File: src/rtl/pipe_fwd_chain.sv
// In-order result pipeline with operand forwarding and late-result fill.
// Stage 0 is youngest; stage STAGES-1 drives register-file writeback.
module pipe_fwd_chain #(
  parameter int STAGES     = 3,
  parameter int DATA_W     = 32,
  parameter int RD_W       = 5,
  parameter int PAY_W      = 16,
  parameter int NUM_SRC    = 2,
  parameter int FILL_STAGE = 2
) (
  input  logic                          clk,
  input  logic                          rst,
  input  logic                          en,
  input  logic                          in_valid,
  input  logic                          in_wen,
  input  logic [RD_W-1:0]               in_rd,
  input  logic [DATA_W-1:0]             in_res,
  input  logic                          in_res_rdy,
  input  logic [PAY_W-1:0]              in_pay,
  input  logic [STAGES-1:0]             flush_mask,
  input  logic                          fill_en,
  input  logic [DATA_W-1:0]             fill_data,
  input  logic [NUM_SRC*RD_W-1:0]       q_rd,
  output logic [NUM_SRC-1:0]            q_hit,
  output logic [NUM_SRC*DATA_W-1:0]     q_data,
  output logic [NUM_SRC-1:0]            q_stall,
  output logic                          wb_valid,
  output logic                          wb_wen,
  output logic [RD_W-1:0]               wb_rd,
  output logic [DATA_W-1:0]             wb_res,
  output logic [PAY_W-1:0]              wb_pay,
  output logic [$clog2(STAGES+1)-1:0]   occ,
  output logic                          err
);

  localparam int OCC_W = $clog2(STAGES+1);

  logic [STAGES-1:0] st_v;
  logic [STAGES-1:0] st_wen;
  logic [STAGES-1:0] st_rdy;
  logic [RD_W-1:0]   st_rd  [STAGES];
  logic [DATA_W-1:0] st_res [STAGES];
  logic [PAY_W-1:0]  st_pay [STAGES];
  logic              err_q;
  logic              fill_hit;
  logic              fill_miss;

  // A flushed entry neither takes the fill nor raises err: it is gone.
  assign fill_hit  = st_v[FILL_STAGE-1] & ~st_rdy[FILL_STAGE-1] & fill_en
                   & ~flush_mask[FILL_STAGE];
  assign fill_miss = st_v[FILL_STAGE-1] & st_wen[FILL_STAGE-1] & ~st_rdy[FILL_STAGE-1]
                   & ~fill_en & ~flush_mask[FILL_STAGE];

  always_ff @(posedge clk) begin
    if (rst) begin
      st_v   <= '0;
      st_wen <= '0;
      st_rdy <= '0;
      err_q  <= 1'b0;
      for (int unsigned s = 0; s < STAGES; s++) begin
        st_rd[s]  <= '0;
        st_res[s] <= '0;
        st_pay[s] <= '0;
      end
    end else if (en) begin
      st_v   <= {st_v[STAGES-2:0], in_valid} & ~flush_mask;
      st_wen <= {st_wen[STAGES-2:0], in_wen};
      st_rdy <= {st_rdy[STAGES-2:0], in_res_rdy};
      st_rd[0]  <= in_rd;
      st_res[0] <= in_res;
      st_pay[0] <= in_pay;
      for (int unsigned s = 1; s < STAGES; s++) begin
        st_rd[s]  <= st_rd[s-1];
        st_res[s] <= st_res[s-1];
        st_pay[s] <= st_pay[s-1];
      end
      if (fill_hit) begin
        st_res[FILL_STAGE] <= fill_data;
        st_rdy[FILL_STAGE] <= 1'b1;
      end
      if (fill_miss) err_q <= 1'b1;
    end else begin
      st_v <= st_v & ~flush_mask;
    end
  end

  // Scan oldest to youngest so the youngest match is the last one written.
  always_comb begin
    q_hit   = '0;
    q_stall = '0;
    q_data  = '0;
    for (int unsigned i = 0; i < NUM_SRC; i++) begin
      for (int unsigned k = 0; k < STAGES; k++) begin
        if (st_v[STAGES-1-k] && st_wen[STAGES-1-k] &&
            (st_rd[STAGES-1-k] == q_rd[i*RD_W +: RD_W]) &&
            (q_rd[i*RD_W +: RD_W] != '0)) begin
          q_hit[i]                  = 1'b1;
          q_stall[i]                = ~st_rdy[STAGES-1-k];
          q_data[i*DATA_W +: DATA_W] = st_rdy[STAGES-1-k] ? st_res[STAGES-1-k] : '0;
        end
      end
    end
  end

  always_comb begin
    occ = '0;
    for (int unsigned s = 0; s < STAGES; s++) begin
      if (st_v[s]) occ = occ + OCC_W'(1);
    end
  end

  assign wb_valid = st_v[STAGES-1];
  assign wb_wen   = st_wen[STAGES-1];
  assign wb_rd    = st_rd[STAGES-1];
  assign wb_res   = st_res[STAGES-1];
  assign wb_pay   = st_pay[STAGES-1];
  assign err      = err_q;

endmodule

File: config.mk
export PLATFORM = sky130hd
export DESIGN_NAME = pipe_fwd_chain
export DESIGN_NICKNAME = d
export VERILOG_FILES = /design/src/rtl/pipe_fwd_chain.sv
export SDC_FILE = /design/constraint.sdc
export NUM_CORES = 1
export LEC_CHECK = 0
export BUFFER_PORTS_ARGS = -buffer_cell sky130_fd_sc_hd__buf_2
export CAP_MARGIN = 10
export CELL_PAD_IN_SITES_DETAIL_PLACEMENT = 0
export CELL_PAD_IN_SITES_GLOBAL_PLACEMENT = 2
export CORE_MARGIN = 3
export CORE_UTILIZATION = 37
export CTS_BUF_LIST = sky130_fd_sc_hd__clkbuf_4 sky130_fd_sc_hd__clkbuf_8
export CTS_CLUSTER_DIAMETER = 100
export DETAILED_ROUTE_END_ITERATION = 8
export GPL_ROUTABILITY_DRIVEN = 1
export HOLD_SLACK_MARGIN = 0.03
export PLACE_DENSITY = 0.94
export REMOVE_ABC_BUFFERS = 1
export SYNTH_ARGS = -nofsm -noshare
export SYNTH_HDL_FRONTEND = slang
export SYNTH_SLANG_ARGS = --single-unit
export TNS_END_PERCENT = 100
File: constraint.sdc
create_clock -name clk -period 5.19 [get_ports clk]
set_clock_uncertainty 0.15 [all_clocks]
set_input_delay 0.2595 -clock clk [delete_from_list [all_inputs] [get_ports clk]]
set_output_delay 0.2595 -clock clk [all_outputs]
set_load 0.02 [all_outputs]
Word level (Yosys, flattened, before mapping)
Memory sizes are Yosys's and may differ from the RTL's.
Index checks and enable logic that the tools add are counted.
{"block": "word_totals", "register_bits": 10, "mem_count": 3, "input_bits": 105, "rom_bits": 0, "out_inout_bits": 126, "ram_bits": 159, "latchBits": 0}
{"memory": "st_res", "depth": 3, "word_bits": 32, "rd": 3, "rd_clocked_by_memory_dff": 0, "write_ports": 3, "line_no": "42", "rtl": "logic [DATA_W-1:0] st_res [STAGES];"}
{"memory": "st_pay", "depth": 3, "word_bits": 16, "rd": 3, "rd_clocked_by_memory_dff": 0, "write_ports": 3, "line_no": "43", "rtl": "logic [PAY_W-1:0] st_pay [STAGES];"}
{"memory": "st_rd", "depth": 3, "word_bits": 5, "rd": 3, "rd_clocked_by_memory_dff": 0, "write_ports": 3, "line_no": "41", "rtl": "logic [RD_W-1:0] st_rd [STAGES];"}
{"block": "op_classes", "eq_ne": 6, "div_mod_pow": 0, "order_cmp": 0, "shifts": 0, "n_mux": 45, "mul": 0, "add_sub_neg": 2, "n_bitwise": 25, "n_reduce_logical": 18}
{"op": "32-bit 2-to-1 mux", "count": 13}
{"op": "16-bit 2-to-1 mux", "count": 3}
{"op": "5-bit equality test", "count": 6}
{"op": "1-bit 2-to-1 mux", "count": 23}
{"op": "1-bit logical AND", "count": 15}
{"op": "5-bit 2-to-1 mux", "count": 3}
{"op": "1-bit bitwise OR", "count": 10}
{"op": "5-bit nonzero test", "count": 2}
{"op": "1-bit AND", "count": 7}
{"op": "3-bit AND", "count": 2}
{"op": "1-bit inverter", "count": 5}
{"op": "2-bit by 1-bit adder with 2-bit output, second input constant", "count": 2}
{"op": "2-bit 2-to-1 mux", "count": 2}
{"op": "3-bit 2-to-1 mux", "count": 1}
{"op": "3-bit inverter", "count": 1}
{"op": "2-bit AND reduction", "count": 1}

Logic depth before layout (Yosys ltp)
Gate-level depths: netlist of run 1.
{"block": "logic_depth", "word_depth": 9, "ltp_mapped": 8, "ltp_nobuf": 5}

Worst setup path after synthesis of run 1
Ideal clock, no wire load.
{"block": "synth_path", "kind": "input-to-reg", "startpoint": "in en", "endpoint": "mem st_pay[0][0] (enable)", "setup_slack_ns": 1.902, "path_buffers": 1, "arrival_ns": 2.686, "setup_time_ns": 0.452, "stages": 2, "required_time_ns": 4.588, "path_cell_list": "buf_1 or2_2"}
{"item": "start, declared", "line_no": "13", "rtl": "input logic en,"}
{"item": "end, declared", "line_no": "43"}

==> out/results.tsv, run 1 <==
stage	metric	value	unit
clock_tree	htreeDepth	4	
layout	fill_cells	2140	
placed_design	port_buffers	230	
placed_design	routabilityCongestion	0.837	
worst_setup_path	required	4.78	ns
layout	final_layout_size_suffix_gt1_share	26.5	%
clock_tree	cts_made_buffers	17	
clock_tree	insertion_delay	0.45	ns
grt	grt_max_degree	87	
worst_setup_path	crit_type	flop to primary output	
yosys	ys_seq_elements	169	
yosys	synth.area.top_cells	edfxtp_1 54%, and2_1 9.9%, a21oi_1 5.4%	
clock_tree	cts_tree	yes	
yosys	yosysUniqueCellTypes	43	
yosys	synth_most_common_cell	edfxtp_1	
yosys	synth_top_area_share	54.1	%
yosys	post_synth.cell_area_avg	10.6	um2
worst_setup_path	cp-start-kind	flop	
floorplan	start_util	38.3	%
yosys	syn-cell-area	8830	um2
sta	fmax	0.259	GHz
floorplan	die_h	160	um
power_and_ir_drop	p_int	2100	uW
worst_setup_path	worstPathArrival	3.45	ns
sta	tightest_slew	0.981	ns
power_and_ir_drop	switchingPower	795	uW
yosys	synth_edf_count	159	
power_and_ir_drop	pwr-share-seq	57.1	%
sta	holdWs	0.111	ns
floorplan	core_area	23100	um2
power_and_ir_drop	clockPowerShare	31.8	%
sta	finalHoldViolCount	0	
worst_hold_path	whs_path_depth	3	
yosys	synth_ff_type	edfxtp_1	
sta	setup_violations	0	
yosys	yosys_warnings	0	
clock_tree	clk_pin_slew	0.10	ns
worst_setup_path	rr_worst_depth	4	
sta	relSlewSlack	34.6	%
floorplan	rows	55	
power_and_ir_drop	peakVddDrop	0.168	mV
drt	wl_per_cell	19.0	um
grt	grt_pass1_vias	7712	
placed_design	dp_hpwl	16800	um
drt	drc	0	
clock_tree	post_cts.repair.setup_buffers	0	
floorplan	die_x	160	um
yosys	synthTopCellsByCount	159 x edfxtp_1, 140 x and2_1, 116 x nand2_1	
power_and_ir_drop	leakagePower	0.00478	uW
clock_tree	cts_buffer_depth	2	
floorplan	io_pins	231	
power_and_ir_drop	combPwrFrac	11.1	%
drt	num_vias	7420	
layout	fin_nets	1207	
drt	drtIter0Drc	569	
sta	rsz0062_at_grt	no	
grt	grt_antenna_before_repair	0	
status	outcome	complete, no violations	
drt	via_per_inst	5.20	
yosys	yosys.area.top_type	edfxtp_1	
power_and_ir_drop	powerDensity	252	nW/um2
yosys	synthArstFlopShare	0	%
worst_setup_path	critPathCaptureType	primary output	
clock_tree	clock-sinks	169	
grt	grtUsageTotal	20.7	%
sta	final.setup.tns	0	ns
worst_setup_path	crit_fanout	20	
yosys	postSynthCellCount	831	
drt	routed_wl	27000	um
run	drv_cap	0	
sta	period_needed	3.86	ns
clock_tree	cts_root_buf	clkbuf_8	
layout	syn2layout_area_growth	29.8	%
sta	slew_violations	0	
drt	dr.pass1.iters	5	
grt	grt.overflow.total	0	
grt	grt_pass1_wl	42300	um
sta	finalCritPeriodShare	74.3	%
worst_hold_path	hold_class	primary input to flop	
clock_tree	cts.repair.resized	0	
yosys	synth_seq_area_share	56.3	%
floorplan	dieArea	25800	um2
drt	ant_nets	0	
power_and_ir_drop	swShare	27.5	%
-- path summary, 6_finish.rpt --
check | startpoint | endpoint | slack (ns)
setup / recovery | st_rd[0][6]$_SDFFCE_PN0P_ | q_data[39] | 1.33
hold / removal | en | st_rdy[2]$_SDFFE_PP0P_ | 0.11
setup reg to reg | st_v[1]$_SDFF_PP0_ | st_res[2][8]$_DFFE_PP_ | 2.80
hold reg to reg | err$_SDFFE_PP0P_ | err$_SDFFE_PP0P_ | 0.33
-- flip-flops by register name (all words and copies together) (netlist names) --
register / cells
st_rd: 15
st_rdy: 3
st_res: 96
st_v: 3
err: 1
st_pay: 48
st_wen: 3
-- per-stage QoR --
stage | total power (uW) | utilization, % | instances | setup slack (ns) | instance area [um2]
2_1_floorplan | 1810 | - | 739 | -0.0934 | 8370
3_3_place_gp | 1940 | 43.8 | 1296 | 1.65 | 10100
3_5_place_dp | 1950 | 43.8 | 1296 | 1.72 | 10100
4_1_cts | 2930 | 49.6 | 1424 | 1.31 | 11400
5_1_grt | 3020 | 49.7 | 1425 | 1.06 | 11500
6_report | 2890 | 49.7 | 1426 | 1.33 | 11500
-- cell families after synthesis --
kind of cell,count (synthesis),share of synthesized area (%)
AND/OR/NAND/NOR,352,20.9
flip-flops,169,56.3
multiplexers,14,1.59
AO/OA/AOI/OAI,169,12.7
buffers and inverters,96,5.33
XOR/XNOR,29,2.88
adder cells (fa/ha/maj),2,0.283
-- layout by cell type (no fill, tap or decap), drive strengths merged, types with 11 or more instances in the layout --
| master | synthesis | routed |
|---|---|---|
| inv | 4 | 11 |
| dlygate4sd3 | 0 | 97 |
| a21oi | 95 | 95 |
| nand3 | 24 | 24 |
| buf | 34 | 245 |
| nor3 | 23 | 23 |
| a22oi | 22 | 22 |
| mux2i | 14 | 14 |
| and3 | 19 | 19 |
| nor2 | 14 | 14 |
| xnor2 | 20 | 20 |
| edfxtp | 159 | 159 |
| nand2 | 116 | 116 |
| clkbuf | 58 | 17 |
| and2 | 141 | 141 |
| a221oi | 39 | 39 |
-- metal layers --
metal / track usage [%] / part of all wire [%]
met5: 0 / 0
met4: 5.60 / 1.7
met3: 5.34 / 6.6
met2: 35.8 / 49
met1: 25.8 / 43
-- power by group through the flow --
stage	clock network [uW]	registers [uW]	logic (uW)
after CTS	961	1650	323
after detailed placement	0	1680	266
after global routing	1010	1660	350
after floorplan	0	1700	107
final	919	1650	321
after global placement	0	1680	263
-- area by class of cell --
type                            instances  area [um2]  area share [%]
Tap cell                              313         392            3.42
Sequential cell                       169        4980            43.4
Timing Repair Buffer                  342        2250            19.6
Antenna cell                            1        2.50          0.0218
Multi-Input combinational cell        566        3440            30.0
Clock inverter                         14         151            1.32
Clock buffer                           17         234            2.04
Inverter                                4        15.0           0.131
-- critical path, stage by stage (launching register included) --
cell and delay [ns]:
edfxtp_1 0.45, nor2_1 0.13, a21bo_1 0.67, nand3_1 0.83
a221oi_1 0.65, a21oi_1 0.10, buf_2 0.18
-- repair_timing --
action                     CTS  global route
setup endpoints to repair    0             0
hold endpoints to repair    95             0
hold buffers                97             0
(Power assumes the default switching activity.)
==> run 2, diff against run 1 <==
--- a/config.mk
+++ b/config.mk
@@ -5,18 +5,19 @@
 export SDC_FILE = /design/constraint.sdc
 export NUM_CORES = 1
 export LEC_CHECK = 0
+export ABC_AREA = 1
 export BUFFER_PORTS_ARGS = -buffer_cell sky130_fd_sc_hd__buf_2
 export CAP_MARGIN = 10
 export CELL_PAD_IN_SITES_DETAIL_PLACEMENT = 0
 export CELL_PAD_IN_SITES_GLOBAL_PLACEMENT = 2
 export CORE_MARGIN = 3
-export CORE_UTILIZATION = 37
+export CORE_UTILIZATION = 32
 export CTS_BUF_LIST = sky130_fd_sc_hd__clkbuf_4 sky130_fd_sc_hd__clkbuf_8
 export CTS_CLUSTER_DIAMETER = 100
 export DETAILED_ROUTE_END_ITERATION = 8
 export GPL_ROUTABILITY_DRIVEN = 1
 export HOLD_SLACK_MARGIN = 0.03
-export PLACE_DENSITY = 0.94
+export PLACE_DENSITY = 0.89
 export REMOVE_ABC_BUFFERS = 1
 export SYNTH_ARGS = -nofsm -noshare
 export SYNTH_HDL_FRONTEND = slang
==> constraint.sdc (replaced) <==
create_clock -name clk -period 3.9 [get_ports clk]
set_clock_uncertainty 0.15 [all_clocks]
set_input_delay 0.195 -clock clk [delete_from_list [all_inputs] [get_ports clk]]
set_output_delay 0.195 -clock clk [all_outputs]
set_load 0.02 [all_outputs]
==> run 2 against run 1 <==
Net effect:
- die area grew 35%
- worst hold slack gained 0.22 ns
- global-route usage shrank 1.3 points
- clock power grew 39%
- largest cell class unchanged
==> out/results.tsv, run 2 <==
stage	metric	value	unit	change
drt	wl_per_cell	16.2	um	-15%
placed_design	port_buffers	230		unchanged
clock_tree	clock-sinks	169		unchanged
layout	final_cell_mix	361 x nand2_1, 289 x inv_1, 230 x buf_2, 163 x nor2_1, 159 x edfxtp_1		
power_and_ir_drop	peakVddDrop	0.171	mV	+1.5%
placed_design	routabilityCongestion	0.827		-1.2%
layout	largest_registers	st_res x96, st_pay x48, st_rd x15		
yosys	synth.area.top_cells	edfxtp_1 46%, nand2_1 13%, inv_1 10%		
run	drv_cap	0		unchanged
worst_setup_path	path_buf_inv	4		+3
power_and_ir_drop	pwr-share-seq	55.1	%	-2.0 points
drt	routed_wl	34000	um	+26%
worst_setup_path	crit_fanout	19		-5.0%
clock_tree	cts_root_buf	clkbuf_8		
floorplan	rows	65		+18%
clock_tree	cts.repair.resized	0		unchanged
sta	period_needed	3.27	ns	
sta	tightest_slew	1.02	ns	+0.0420 ns
floorplan	start_util	32.8	%	-5.5 points
layout	layout_commonest_cell	nand2_1		
grt	grt_max_degree	83		-4.6%
power_and_ir_drop	swShare	29.7	%	+2.2 points
worst_setup_path	critPathCaptureType	primary output		
worst_setup_path	crit_type	flop to primary output		
yosys	syn-cell-area	10400	um2	+18%
yosys	synth_xor_area_share	0.840	%	-2.0 points
power_and_ir_drop	p_int	2790	uW	+33%
yosys	synthSimpleGateAreaFrac	27.3	%	+6.4 points
yosys	synth.area.mux_share	0	%	-1.6 points
sta	relSlewSlack	31.8	%	-2.8 points
yosys	synth_edf_count	159		unchanged
clock_tree	insertion_delay	0.45	ns	about the same
clock_tree	cts_buffer_depth	2		unchanged
sta	slew_violations	0		unchanged
yosys	postSynthCellCount	1392		+68%
power_and_ir_drop	powerDensity	305	nW/um2	+21%
floorplan	dieArea	34800	um2	+35%
yosys	post_synth.cell_area_avg	7.49	um2	-29%
worst_setup_path	worstPathArrival	2.92	ns	-0.53 ns
drt	ant_nets	0		unchanged
floorplan	die_h	187	um	+16%
worst_setup_path	cp-start-kind	flop		
yosys	synth_top_area_share	45.8	%	-8.3 points
sta	final.setup.tns	0	ns	unchanged
floorplan	die_x	187	um	+16%
drt	drtIter0Drc	554		-2.6%
grt	grt_pass1_wl	53400	um	+26%
layout	antenna_cells	0		-1
drt	via_per_inst	4.55		-13%
sta	finalCritPeriodShare	83.8	%	
yosys	ys_seq_elements	169		unchanged
drt	dr.pass1.iters	5		unchanged
grt	grt_antenna_before_repair	1		+1
placed_design	placed_cell_area	11700	um2	+16%
grt	grt.overflow.total	0		unchanged
clock_tree	cts_made_buffers	17		unchanged
power_and_ir_drop	switchingPower	1180	uW	+49%
sta	fmax	0.306	GHz	
power_and_ir_drop	leakagePower	0.00671	uW	+40%
layout	fill_cells	3356		+57%
yosys	synthTopCellsByCount	362 x nand2_1, 290 x inv_1, 163 x nor2_1		
layout	largest_register	st_res		
sta	setup_violations	0		unchanged
grt	grtUsageTotal	19.4	%	-1.3 points
worst_setup_path	crit_family	buffers and inverters		
worst_setup_path	cp_slowest_cell	clkinv_1		
power_and_ir_drop	combPwrFrac	12.7	%	+1.6 points
layout	fin_nets	1758		+46%
clock_tree	cts_tree	yes		
yosys	synthArstFlopShare	0	%	unchanged
status	outcome	complete, no violations		
worst_setup_path	path_cells	nand2_1 -> clkinv_1 -> nand3_1 -> nor2_1 -> nand2_2 -> buf_4 -> nand2_1 -> inv_1 -> nand2_1 -> nand2_1 -> buf_2		
grt	grt_pass1_vias	9592		+24%
clock_tree	clk_pin_slew	0.12	ns	+0.02 ns
yosys	synth_seq_area_share	47.7	%	-8.6 points
worst_setup_path	required	3.56	ns	-1.22 ns
drt	num_vias	9549		+29%
worst_setup_path	max_stage_delay	0.53	ns	-0.30 ns
floorplan	io_pins	231		unchanged
drt	drc	0		unchanged
yosys	synth_top_family_by_area	simple AND/OR/NAND/NOR gates		
yosys	yosys_warnings	0		unchanged
layout	largest_reg_flops	96		unchanged
sta	finalHoldViolCount	0		unchanged
yosys	synth_most_common_cell	nand2_1		
worst_hold_path	hold_class	flop to flop		
power_and_ir_drop	clockPowerShare	32.2	%	+0.4 points
clock_tree	htreeDepth	4		unchanged
layout	syn2layout_area_growth	24.7	%	
yosys	synth_compound_area_share	7.27	%	-5.5 points
worst_setup_path	cpMostUsedCell	nand2_1		
yosys	yosys.area.top_type	edfxtp_1		
layout	design_area	13000	um2	+13%
yosys	yosys.area_share.adder	0.240	%	-0.043 points
floorplan	core_area	31800	um2	+38%
layout	final_layout_size_suffix_gt1_share	18.8	%	-7.8 points
yosys	synth_ff_type	edfxtp_1		
placed_design	dp_hpwl	21700	um	+29%
sta	rsz0062_at_grt	no		
yosys	yosysUniqueCellTypes	38		-12%
run 2: cell count changes after synthesis, moves of 21 or more:
cell and delta:
a21oi_1 -37, a221oi_1 -39, a22oi_1 -22, and2_1 -140, buf_2 +22, clkbuf_1 -35, inv_1 +286, nand2_1 +246
nand3_1 +62, nor2_1 +149, nor3_1 -21, o21ai_0 +60
run 2: cell type report:
class,count,area [um2],area share [%]
flip-flops and latches,169,4980,38.3
multi-input cells,824,3740,28.8
repair buffers,338,2220,17.1
inverters,301,1130,8.73
well taps,435,544,4.19
clock buffers,18,241,1.86
clock inverters,14,135,1.04
run 2: repair_timing:
action / 4_1_cts / 5_1_grt
endpoints found under the setup margin: 0 / 0
hold buffers: 95 / 0
setup buffers: 0 / 0
hold endpoints to repair: 91 / 0
run 2: metal layers:
| layer | up-vias | wire (um) | track usage [%] |
|---|---|---|---|
| met5 | - | 13 | 0 |
| met4 | 2 | 601 | 4.86 |
| met3 | 34 | 2670 | 4.64 |
| met2 | 340 | 15700 | 32.4 |
| met1 | 4388 | 15000 | 25.5 |
| li1 | 4785 | - | - |
run 2: kinds of logic after synthesis:
logic type                 count (synthesis)
AOI/OAI and AO/OA                        147
adders and majority gates                  2
buffers and inverters                    399
and+or+nand+nor                          665
DFF                                      169
xor gates and xnor gates                  10
run 2: through the flow:
step | util [%] | power (uW) | worst slack (ns) | instances | hold WS [ns]
6_report | 40.9 | 3970 | 0.633 | 2099 | 0.334
5_1_grt | 40.9 | 4160 | 0.260 | 2099 | 0.341
4_1_cts | 40.9 | 4010 | 0.566 | 2099 | 0.318
3_5_place_dp | 36.7 | 2660 | 1.10 | 1972 | 0.238
3_3_place_gp | 36.7 | 2660 | 1.14 | 1972 | 0.233
2_1_floorplan | - | 2460 | 0.198 | 1294 | 0.114
run 2: tightest hold or removal path: cells and delay by family (launching register included):
family	cells	cell delay (ns)
DFF	1	0.33
buffers and inverters	1	0.06
AOI/OAI and AO/OA	1	0.07
run 2: worst paths after layout:
| path | start | endpoint | slack (ns) | depth (start not counted) |
|---|---|---|---|---|
| setup / recovery | st_v[0]$_SDFF_PP0_ | q_data[28] | 0.63 | 11 |
| hold reg to reg | st_wen[0]$_SDFFE_PP0P_ | st_wen[1]$_SDFFE_PP0P_ | 0.33 | 2 |
| setup reg to reg | st_rdy[1]$_SDFFE_PP0P_ | st_res[2][26]$_DFFE_PP_ | 1.74 | 4 |
| hold / removal | st_wen[0]$_SDFFE_PP0P_ | st_wen[1]$_SDFFE_PP0P_ | 0.33 | 2 |
run 2: power by group through the flow:
stage	Clock, uW	Sequential, uW	Combinational (uW)
after floorplan	0	2250	204
after global placement	0	2230	433
after detailed placement	0	2230	435
after CTS	1310	2190	510
after global routing	1390	2200	564
final	1280	2190	503
==> run 3, diff against run 2 <==
--- a/config.mk
+++ b/config.mk
@@ -11,13 +11,13 @@
 export CELL_PAD_IN_SITES_DETAIL_PLACEMENT = 0
 export CELL_PAD_IN_SITES_GLOBAL_PLACEMENT = 2
 export CORE_MARGIN = 3
-export CORE_UTILIZATION = 32
+export CORE_UTILIZATION = 29
 export CTS_BUF_LIST = sky130_fd_sc_hd__clkbuf_4 sky130_fd_sc_hd__clkbuf_8
 export CTS_CLUSTER_DIAMETER = 100
 export DETAILED_ROUTE_END_ITERATION = 8
 export GPL_ROUTABILITY_DRIVEN = 1
 export HOLD_SLACK_MARGIN = 0.03
-export PLACE_DENSITY = 0.89
+export PLACE_DENSITY = 0.85
 export REMOVE_ABC_BUFFERS = 1
 export SYNTH_ARGS = -nofsm -noshare
 export SYNTH_HDL_FRONTEND = slang
==> constraint.sdc (replaced) <==
create_clock -name clk -period 2.8 [get_ports clk]
set_clock_uncertainty 0.15 [all_clocks]
set_input_delay 0.14 -clock clk [delete_from_list [all_inputs] [get_ports clk]]
set_output_delay 0.14 -clock clk [all_outputs]
set_load 0.02 [all_outputs]
==> run 3 against run 2 <==
Net effect:
- cell area increased by 3.3%
- critical path depth decreased by 4
- clock power increased by 41%
- sequential cell count unchanged
- total power increased by 41%
- non-clock buffer count increased by 20
- combinational power increased by 51%
- worst hold slack got worse by 0.075 ns
- largest cell class unchanged
==> out/results.tsv, run 3 (synthesis results as in run 2) <==
stage	metric	value	unit	change
sta	tightest_slew	0.689	ns	-0.334 ns
layout	post-route-util	38.4	%	-2.5 points
sta	relSlewSlack	54.1	%	+22 points
worst_setup_path	path_buf_inv	2		-2
floorplan	io_pins	231		unchanged
power_and_ir_drop	peakVddDrop	0.346	mV	+100%
worst_setup_path	cp-endpoint	q_data[45]		
worst_setup_path	critPathCaptureType	primary output		
sta	finalHoldViolCount	0		unchanged
layout	largest_reg_flops	96		unchanged
grt	grt_pass1_vias	9874		+2.9%
floorplan	die_x	196	um	+4.9%
placed_design	port_buffers	230		unchanged
floorplan	dieArea	38300	um2	+10%
worst_setup_path	crit_type	flop to primary output		
floorplan	start_util	29.8	%	-3.0 points
grt	grt_pass1_wl	55900	um	+4.7%
worst_setup_path	crit_family	XOR/XNOR gates		
layout	layout_commonest_cell	nand2_1		
layout	design_area	13400	um2	+3.3%
drt	drtIter0Drc	554		unchanged
power_and_ir_drop	leakagePower	0.00689	uW	+2.6%
clock_tree	htreeDepth	4		unchanged
layout	final_layout_size_suffix_gt1_share	19.9	%	+1.1 points
drt	drc	0		unchanged
floorplan	rows	68		+4.6%
worst_setup_path	worstPathArrival	2.39	ns	-0.53 ns
placed_design	placed_cell_area	11800	um2	+1.3%
floorplan	core_area	35000	um2	+10%
clock_tree	cts_root_buf	clkbuf_8		
worst_setup_path	rr_worst_depth	5		+1
layout	largest_registers	st_res x96, st_pay x48, st_rd x15		
worst_setup_path	cp-start-kind	flop		
power_and_ir_drop	powerDensity	416	nW/um2	+36%
drt	dr.pass1.iters	5		unchanged
drt	via_per_inst	4.46		-2.1%
worst_setup_path	reg2reg_to	st_res[2][30]$_DFFE_PP_		
worst_setup_path	crit_fanout	17		-2
drt	num_vias	9539		-0.10%
grt	grt_antenna_before_repair	1		unchanged
worst_setup_path	cp_slowest_cell	xor2_1		
worst_setup_path	r2r-start	st_v[1]$_SDFF_PP0_		
drt	wl_per_cell	17.0	um	+5.1%
layout	syn2layout_area_growth	28.8	%	
run	drv_cap	0		unchanged
worst_setup_path	required	2.51	ns	-1.05 ns
layout	final_cell_mix	360 x nand2_1, 289 x inv_1, 230 x buf_2, 161 x nor2_1, 159 x edfxtp_1		
sta	period_needed	2.68	ns	
worst_setup_path	cpMostUsedCell	a21oi_1		
sta	fmax	0.373	GHz	
drt	ant_nets	0		unchanged
clock_tree	clock-sinks	169		unchanged
clock_tree	clk_pin_slew	0.11	ns	about the same
sta	finalCritPeriodShare	95.8	%	
floorplan	die_h	196	um	+4.9%
worst_setup_path	r2r_slack	0.97	ns	-0.77 ns
worst_setup_path	crit_path_start	st_rd[0][4]$_SDFFCE_PN0P_		
sta	holdWs	0.259	ns	-0.0752 ns
worst_setup_path	cp.depth	7		-4
layout	largest_register	st_res		
grt	grt_max_degree	107		+29%
worst_hold_path	hold_class	primary input to flop		
grt	grt.overflow.total	0		unchanged
placed_design	routabilityCongestion	0.841		+1.7%
placed_design	dp_hpwl	23400	um	+7.7%
sta	setup_violations	0		unchanged
worst_setup_path	path_cells	xor2_1 -> nor2_2 -> nand3_4 -> buf_12 -> a21oi_1 -> a21oi_1 -> buf_2		
clock_tree	cts_tree	yes		
power_and_ir_drop	power	5590	uW	+41%
clock_tree	cts_made_buffers	17		unchanged
sta	final.setup.tns	0	ns	unchanged
clock_tree	insertion_delay	0.49	ns	+0.04 ns
clock_tree	cts_buffer_depth	2		unchanged
sta	slew_violations	0		unchanged
layout	fin_nets	1779		+1.2%
drt	routed_wl	36400	um	+7.2%
worst_setup_path	max_stage_delay	0.50	ns	-0.03 ns
status	outcome	complete, no violations		
grt	grtUsageTotal	18.8	%	-0.58 points
==> run 3: changes by cell type in the layout (fill, tap and decap cells not counted), sizes merged <==
cell / previous run / this run
buf: 243 / 261
inv: 308 / 300
clkinv: 4 / 9
bufinv: 0 / 2
clkbuf: 18 / 20
diode: 0 / 1
dlygate4sd3: 95 / 96
nand3: 87 / 88
==> run 3: through the flow <==
| step | instances | setup WS, ns |
|---|---|---|
| 2_1_floorplan | 1294 | -0.902 |
| 3_3_place_gp | 2002 | 0.444 |
| 3_5_place_dp | 2002 | 0.431 |
| 4_1_cts | 2132 | 0.00481 |
| 5_1_grt | 2141 | -0.00822 |
| 6_report | 2141 | 0.118 |
==> run 3: final cells by class <==
type | count | area (um2)
Sequential cell | 169 | 4980
Tap cell | 455 | 569
Inverter | 301 | 1140
Fill cell | 3666 | 21500
Antenna cell | 1 | 2.50
Clock buffer | 19 | 249
Clock inverter | 13 | 128
Multi-Input combinational cell | 825 | 3810
Timing Repair Buffer | 358 | 2550
==> run 3: where the power goes <==
group / switching (uW) / internal, uW / leakage, uW
Combinational: 464 / 295 / 0.00486
Clock: 995 / 803 / 0.000189
Sequential: 92.5 / 2940 / 0.00184
==> run 3: worst min path at each step <==
stage | startpoint | end | slack, ns | depth (start not counted)
floorplan | rst | err$_SDFFE_PP0P_ | 0.06 | 1
global placement | flush_mask[1] | st_v[1]$_SDFF_PP0_ | 0.18 | 2
detailed placement | flush_mask[1] | st_v[1]$_SDFF_PP0_ | 0.19 | 2
CTS | in_wen | st_wen[0]$_SDFFE_PP0P_ | 0.21 | 4
global route | fill_en | st_res[2][26]$_DFFE_PP_ | 0.27 | 5
finish | fill_en | st_res[2][29]$_DFFE_PP_ | 0.26 | 5
==> run 3: repair_timing <==
item | in CTS | in global routing
endpoints found under the setup margin | 54 | 64
endpoints found under the hold margin | 92 | 0
setup buffers | 1 | 7
pin swaps | 4 | 5
gates cloned | 1 | 1
resized for setup | 9 | 14
hold buffers | 96 | 0
==> run 3: worst register-to-register path: stages (launching register included) <==
cell,delay [ns]
dfxtp_1,0.41
inv_1,0.13
nor4_4,0.29
buf_12,0.33
o21ai_0,0.24
a21oi_1,0.16
==> run 3: layer usage <==
layer / part of all wire (%) / track usage (%) / vias to the layer above
met1: 44 / 24.4 / 4349
met3: 6.6 / 4.16 / 42
met2: 47 / 31.3 / 310
met5: 0 / 0 / -
li1: - / - / 4838
met4: 2.1 / 6.28 / 0
